**config.mk**
```make
export PLATFORM = sky130hd
export DESIGN_NAME = sram_host_arbiter
export DESIGN_NICKNAME = d
export VERILOG_FILES = /design/src/rtl/sram_host_arbiter.sv
export SDC_FILE = /design/constraint.sdc
export NUM_CORES = 1
export LEC_CHECK = 0
export CAP_MARGIN = 20
export CORE_MARGIN = 2
export CORE_UTILIZATION = 45
export CTS_BUF_LIST = sky130_fd_sc_hd__clkbuf_4 sky130_fd_sc_hd__clkbuf_8
export DETAILED_ROUTE_END_ITERATION = 10
export GPL_ROUTABILITY_DRIVEN = 0
export PLACE_DENSITY = 0.86
export SYNTH_ARGS = -nofsm -noshare
export SYNTH_HDL_FRONTEND = slang
export SYNTH_SLANG_ARGS = --single-unit
```
**constraint.sdc**
```tcl
create_clock -name clk -period 5.4 [get_ports clk]
set_input_delay 1.08 -clock clk [delete_from_list [all_inputs] [get_ports clk]]
set_output_delay 1.08 -clock clk [all_outputs]
set_load 0.02 [all_outputs]
```
**src/rtl/sram_host_arbiter.sv**
```systemverilog
// Burst host bridge from a UART byte stream to a single-port SRAM.
// The SoC memory port shares the SRAM; the host wins in IDLE.
module sram_host_arbiter #(
  parameter int DATA_W = 32,
  parameter int ADDR_W = 5,
  parameter int LEN_W  = 4
) (
  input  logic                   clk,
  input  logic                   rst_n,
  input  logic [7:0]             rx_data_out,
  input  logic                   rx_valid,
  output logic                   rx_ready,
  output logic                   rx_enable,
  input  logic                   tx_ready,
  output logic                   tx_valid,
  output logic [7:0]             tx_data_in,
  output logic                   tx_enable,
  output logic                   csb_n,
  output logic                   we_n,
  output logic [ADDR_W-1:0]      addr,
  output logic [DATA_W-1:0]      sram_data_in,
  output logic [DATA_W/8-1:0]    wmask,
  input  logic [DATA_W-1:0]      sram_data_out,
  output logic                   i_rst,
  input  logic                   sram_cs,
  input  logic                   sram_we,
  input  logic [ADDR_W-1:0]      sram_addr_serv,
  input  logic [DATA_W-1:0]      sram_data_write_serv,
  input  logic [DATA_W/8-1:0]    sram_wmask,
  output logic [DATA_W-1:0]      sram_data_read_serv,
  output logic                   sram_ack,
  output logic                   busy
);

  localparam int BYTES = DATA_W / 8;
  localparam int BI_W  = (BYTES > 1) ? $clog2(BYTES) : 1;
  localparam logic [BI_W-1:0]  LAST = BI_W'(BYTES - 1);
  localparam logic [LEN_W:0]   ONE  = (LEN_W+1)'(1);

  typedef enum logic [2:0] {
    IDLE, ADDR, WDATA, WRITE,
    RD_REQ, RD_CAP, RD_SEND, SOC_ACK
  } state_t;

  state_t              state_q, state_d;
  logic                soc_run_q, soc_run_d;
  logic                rd_q, rd_d;
  logic [LEN_W-1:0]    len_q, len_d;
  logic [LEN_W:0]      cnt_q, cnt_d;
  logic [ADDR_W-1:0]   a_ptr_q, a_ptr_d;
  logic [BI_W-1:0]     bidx_q, bidx_d;
  logic [DATA_W-1:0]   word_q, word_d;

  assign rx_enable = 1'b1;
  assign i_rst     = ~soc_run_q;
  assign busy      = (state_q != IDLE);

  always_ff @(posedge clk or negedge rst_n) begin
    if (!rst_n) begin
      state_q   <= IDLE;
      soc_run_q <= 1'b0;
      rd_q      <= 1'b0;
      len_q     <= '0;
      cnt_q     <= '0;
      a_ptr_q   <= '0;
      bidx_q    <= '0;
      word_q    <= '0;
    end else begin
      state_q   <= state_d;
      soc_run_q <= soc_run_d;
      rd_q      <= rd_d;
      len_q     <= len_d;
      cnt_q     <= cnt_d;
      a_ptr_q   <= a_ptr_d;
      bidx_q    <= bidx_d;
      word_q    <= word_d;
    end
  end

  always_comb begin
    state_d   = state_q;
    soc_run_d = soc_run_q;
    rd_d      = rd_q;
    len_d     = len_q;
    cnt_d     = cnt_q;
    a_ptr_d   = a_ptr_q;
    bidx_d    = bidx_q;
    word_d    = word_q;
    rx_ready            = 1'b0;
    tx_valid            = 1'b0;
    tx_data_in          = '0;
    tx_enable           = 1'b0;
    csb_n               = 1'b1;
    we_n                = 1'b1;
    addr                = a_ptr_q;
    sram_data_in        = '0;
    wmask               = '0;
    sram_data_read_serv = '0;
    sram_ack            = 1'b0;

    unique case (state_q)
      IDLE: begin
        if (rx_valid) begin
          rx_ready = 1'b1;
          unique case (rx_data_out[7:6])
            2'b00, 2'b01: begin
              rd_d    = rx_data_out[6];
              len_d   = rx_data_out[LEN_W-1:0];
              state_d = ADDR;
            end
            2'b10: soc_run_d = 1'b1;
            2'b11: soc_run_d = 1'b0;
          endcase
        end else if (soc_run_q && sram_cs) begin
          csb_n = 1'b0;
          addr  = sram_addr_serv;
          if (sram_we) begin
            we_n         = 1'b0;
            wmask        = sram_wmask;
            sram_data_in = sram_data_write_serv;
            sram_ack     = 1'b1;
          end else begin
            state_d = SOC_ACK;
          end
        end
      end
      ADDR: begin
        if (rx_valid) begin
          rx_ready = 1'b1;
          a_ptr_d  = rx_data_out[ADDR_W-1:0];
          cnt_d    = {1'b0, len_q} + ONE;
          bidx_d   = '0;
          state_d  = rd_q ? RD_REQ : WDATA;
        end
      end
      WDATA: begin
        if (rx_valid) begin
          rx_ready = 1'b1;
          // bytes arrive LSB first, so shift in from the top
          word_d = (word_q >> 8)
                 | (DATA_W'(rx_data_out) << (DATA_W - 8));
          if (bidx_q == LAST) begin
            bidx_d  = '0;
            state_d = WRITE;
          end else begin
            bidx_d = bidx_q + 1'b1;
          end
        end
      end
      WRITE: begin
        csb_n        = 1'b0;
        we_n         = 1'b0;
        wmask        = '1;
        sram_data_in = word_q;
        a_ptr_d      = a_ptr_q + 1'b1;
        cnt_d        = cnt_q - ONE;
        state_d      = (cnt_q == ONE) ? IDLE : WDATA;
      end
      RD_REQ: begin
        csb_n     = 1'b0;
        tx_enable = 1'b1;
        state_d   = RD_CAP;
      end
      RD_CAP: begin
        tx_enable = 1'b1;
        word_d    = sram_data_out;
        bidx_d    = '0;
        state_d   = RD_SEND;
      end
      RD_SEND: begin
        tx_enable = 1'b1;
        if (tx_ready) begin
          tx_valid   = 1'b1;
          tx_data_in = word_q[7:0];
          word_d     = word_q >> 8;
          if (bidx_q == LAST) begin
            bidx_d  = '0;
            a_ptr_d = a_ptr_q + 1'b1;
            cnt_d   = cnt_q - ONE;
            state_d = (cnt_q == ONE) ? IDLE : RD_REQ;
          end else begin
            bidx_d = bidx_q + 1'b1;
          end
        end
      end
      SOC_ACK: begin
        sram_ack            = 1'b1;
        sram_data_read_serv = sram_data_out;
        state_d             = IDLE;
      end
      default: state_d = IDLE;
    endcase
  end

endmodule

```
==> flow_summary_export.csv <==
group,metric,value,unit
floorplan,die_h,95.1,µm
pwr,power.density,542,nW/µm²
placement,dp_hpwl,9230,µm
pwr,p_comb_share,63.7,%
floorplan,core_area,8130,µm²
floorplan,rows,33,
setup_path,reg2reg_slack,2670,ps
global_routing,grt_pass1_wl,18400,µm
cells_and_area,fin_area,5560,µm²
route,routed_via_density,5.89,
clock_tree,cts_resized,0,
placement,dpl_worst_slack,893,ps
cells_and_area,seqCellArea,1330,µm²
setup_path,ff2ff_path_depth,4,
route,final_antenna_net_count,0,
clock_tree,cts_sinks,53,
sta,rsz0062_at_grt,"no",
clock_tree,cts_htree_levels,2,
global_routing,grt_pass1_vias,3520,
sta,drv_slew,0,
route,wl_per_cell,19.3,µm
floorplan,io_pins,177,
sta,hold_violations,0,
clock_tree,insertion_delay,310,ps
worst_hold_path,min_to,"cnt_q[4]",
clock_tree,cts_tree,"yes",
sta,holdWs,531,ps
sta,finalSetupTns,0,ps
synthesis,synth.distinct_cells,56,
route,vias,3710,
synthesis,synth_area,3740,µm²
sta,tightest_slew,1020,ps
outcome,status,"complete, no violations",
clock_tree,hold_buffers,0,
worst_hold_path,worstHoldStart,"cnt_q[4]",
floorplan,start_util,45.9,%
synthesis,netlist_instances,369,
floorplan,dieArea,9050,µm²
setup_path,cp.arrival,3400,ps
floorplan,fp.dieW,95.1,µm
route,drt_wl_total,12200,µm
cells_and_area,area_growth,48.7,%
global_routing,grt-ovfl-total,0,
worst_hold_path,hold_depth,1,
setup_path,cp-end-kind,"output pin",
route,first_pass_iters,5,
sta,post-route-min-period,4480,ps
run,drv_cap,0,
cells_and_area,insertedDiodeCount,0,
setup_path,timing.rr.end,"word_q[14]",
sta,finalCritPeriodShare,83.0,%
clock_tree,clkTransAtPathRegs,90,ps
pwr,swShare,43.7,%
setup_path,path_cells,"clkdlybuf4s50_1 -> nand3b_4 -> nor2_4 -> and2_4 -> a22o_1 -> clkdlybuf4s50_1",
clock_tree,cts_buffers,5,
sta,setup_viol,0,
setup_path,cpPeakStageDelay,620,ps
pwr,seqPwrFrac,27.0,%
clock_tree,cts_root_buf,"clkbuf_8",
setup_path,r2r-start,"state_q[2]",
cells_and_area,nets,621,
synthesis,syn_area_per_cell,10.1,µm²
synthesis,synth_seq_cells,53,
worst_hold_path,min_path_type,"reg -> reg",
global_routing,antenna_found_initial,0,
setup_path,crit_path_start_kind,"primary input",
setup_path,crit_required,4320,ps
global_routing,grt_max_degree,54,
pwr,p_total,3.01,mW
setup_path,cp_slowest_cell,"clkdlybuf4s50_1",
sta,final.setup_skew,10.3,ps
sta,fmax,0.223,GHz
route,drc,0,
synthesis,syn-num-nets,466,
sta,worst_slack,918,ps
synthesis,synthFlopType,"dfrtp_1",
cells_and_area,nFillCells,623,
setup_path,critPathMaxFanout,38,
placement,place_area,5440,µm²
pwr,p_int,1.70,mW
cells_and_area,multi_input_area,2150,µm²
synthesis,synth_warnings,0,
cells_and_area,drive_gt1_share,12.6,%
synthesis,async_reset_ff_share,100,%
placement,io_buffers,175,
setup_path,path_class,"in -> out",
route,drt-initial-drc-count,220,
setup_path,cp_common_cell,"clkdlybuf4s50_1",
pwr,power_switching,1.32,mW
clock_tree,cts_setup_buffers,0,
pwr,p_leak,2.46,nW
synthesis,ys_seq_area_share,35.5,%
pwr,peakVddDrop,0.245,mV
global_routing,track_usage,26.2,%
clock_tree,cts_buffer_depth,2,
setup_path,critPathLaunch,"rx_valid",
synthesis,synth-edff-count,0,
sta,slew_headroom,31.7,%
pwr,p_clk_share,9.3,%
[per-layer routing]
layer  share of wire (%)  up-vias  track usage, %  wire length (µm)
li1                    -     1702               -                 -
met5                   0        -               0                 0
met1                  40     1771            33.9              4850
met4                 2.4        0            7.73               287
met3                 8.1       29            5.61               992
met2                  50      208            44.1              6040
[area by class of cell]
cell class / count / area share, %
clock inverter: 2 / 0.698
sequential: 53 / 23.9
multi-input combinational: 269 / 38.6
inverter: 15 / 1.01
timing repair buffer: 180 / 32.1
clock buffer: 6 / 1.37
tap: 105 / 2.36
[placed cells by master, fill, tap and decap left out, types with 2 or more instances in the layout]
cell type,netlist,routed
dfrtp_1,53,53
nand4_1,3,3
o211ai_1,2,2
a22o_1,65,65
mux2_2,36,36
a2bb2oi_1,2,2
nand2_1,14,14
a31oi_1,5,5
mux2i_1,4,4
inv_1,12,12
inv_2,3,3
o21ai_1,2,2
clkbuf_8,0,5
xor2_1,2,2
nand3_1,6,6
o21ai_0,15,15
nor3_1,2,2
buf_4,7,5
a21o_1,6,6
nor2_1,8,8
and2_1,9,9
clkdlybuf4s50_1,0,174
and3_1,36,36
a21oi_1,8,8
mux2_1,4,4
nand2b_1,2,2
ha_1,10,10
[flip-flops by register name, indices dropped and copies added (netlist names)]
name and cells:
state_q 3, a_ptr_q 5, soc_run_q 1, rd_q 1
word_q 32, bidx_q 2, cnt_q 5, len_q 4
[through the flow]
step | utilization, % | std cells
finish | 68.3 | 630
global route | 68.3 | 630
CTS | 68.3 | 630
detailed placement | 66.9 | 622
global placement | 66.9 | 622
floorplan | - | 369
[worst max-delay path by stage]
stage | endpoint | cells past startpoint
after floorplan | sram_data_in[10] | 6
after global placement | sram_data_in[3] | 6
after detailed placement | sram_data_in[24] | 6
after CTS | sram_data_in[24] | 6
after global routing | sram_data_in[24] | 6
final | sram_data_in[17] | 6
[worst max-delay path: cells and delay by family]
family | cells | cell delay [ps]
buffers and inverters | 2 | 1160
and+or+nand+nor | 3 | 900
AOI/OAI and AO/OA | 1 | 220
[cells by family after synthesis]
kind of cell / after synthesis / synth area share [%]
multiplexers: 45 / 13.5
AND/OR/NAND/NOR: 92 / 14.8
AO/OA/AOI/OAI: 119 / 25.1
XOR/XNOR: 2 / 0.469
flip-flops: 53 / 35.5
adder cells (fa/ha/maj): 10 / 3.35
buffers and inverters: 47 / 7.10
other: 1 / 0.100
[cell usage after synthesis (5+ instances only)]
| master | instances | share of area [%] |
|---|---|---|
| mux2_2 | 36 | 11 |
| clkbuf_1 | 10 | 1.0 |
| a31oi_1 | 5 | 0.84 |
| buf_6 | 7 | 2.1 |
| nand3_1 | 6 | 0.80 |
| and3_1 | 36 | 6.0 |
| buf_4 | 7 | 1.4 |
| inv_1 | 12 | 1.2 |
| a21o_1 | 6 | 1.2 |
| a22o_1 | 65 | 15 |
| ha_1 | 10 | 3.3 |
| nand2_1 | 14 | 1.4 |
| dfrtp_1 | 53 | 35 |
| and2_1 | 9 | 1.5 |
| buf_2 | 8 | 1.1 |
| a21oi_1 | 8 | 1.1 |
| nor2_1 | 8 | 0.80 |
| o21ai_0 | 15 | 2.0 |
[power by group through the flow]
stage / Combinational (mW) / Clock, mW / Sequential (mW)
6_report: 1.92 / 0.280 / 0.815
5_1_grt: 2.08 / 0.299 / 0.840
4_1_cts: 1.92 / 0.282 / 0.809
3_5_place_dp: 1.91 / 0 / 0.817
3_3_place_gp: 1.85 / 0 / 0.809
2_1_floorplan: 1.36 / 0 / 0.722
No activity file was read; power rests on OpenSTA's default activity.
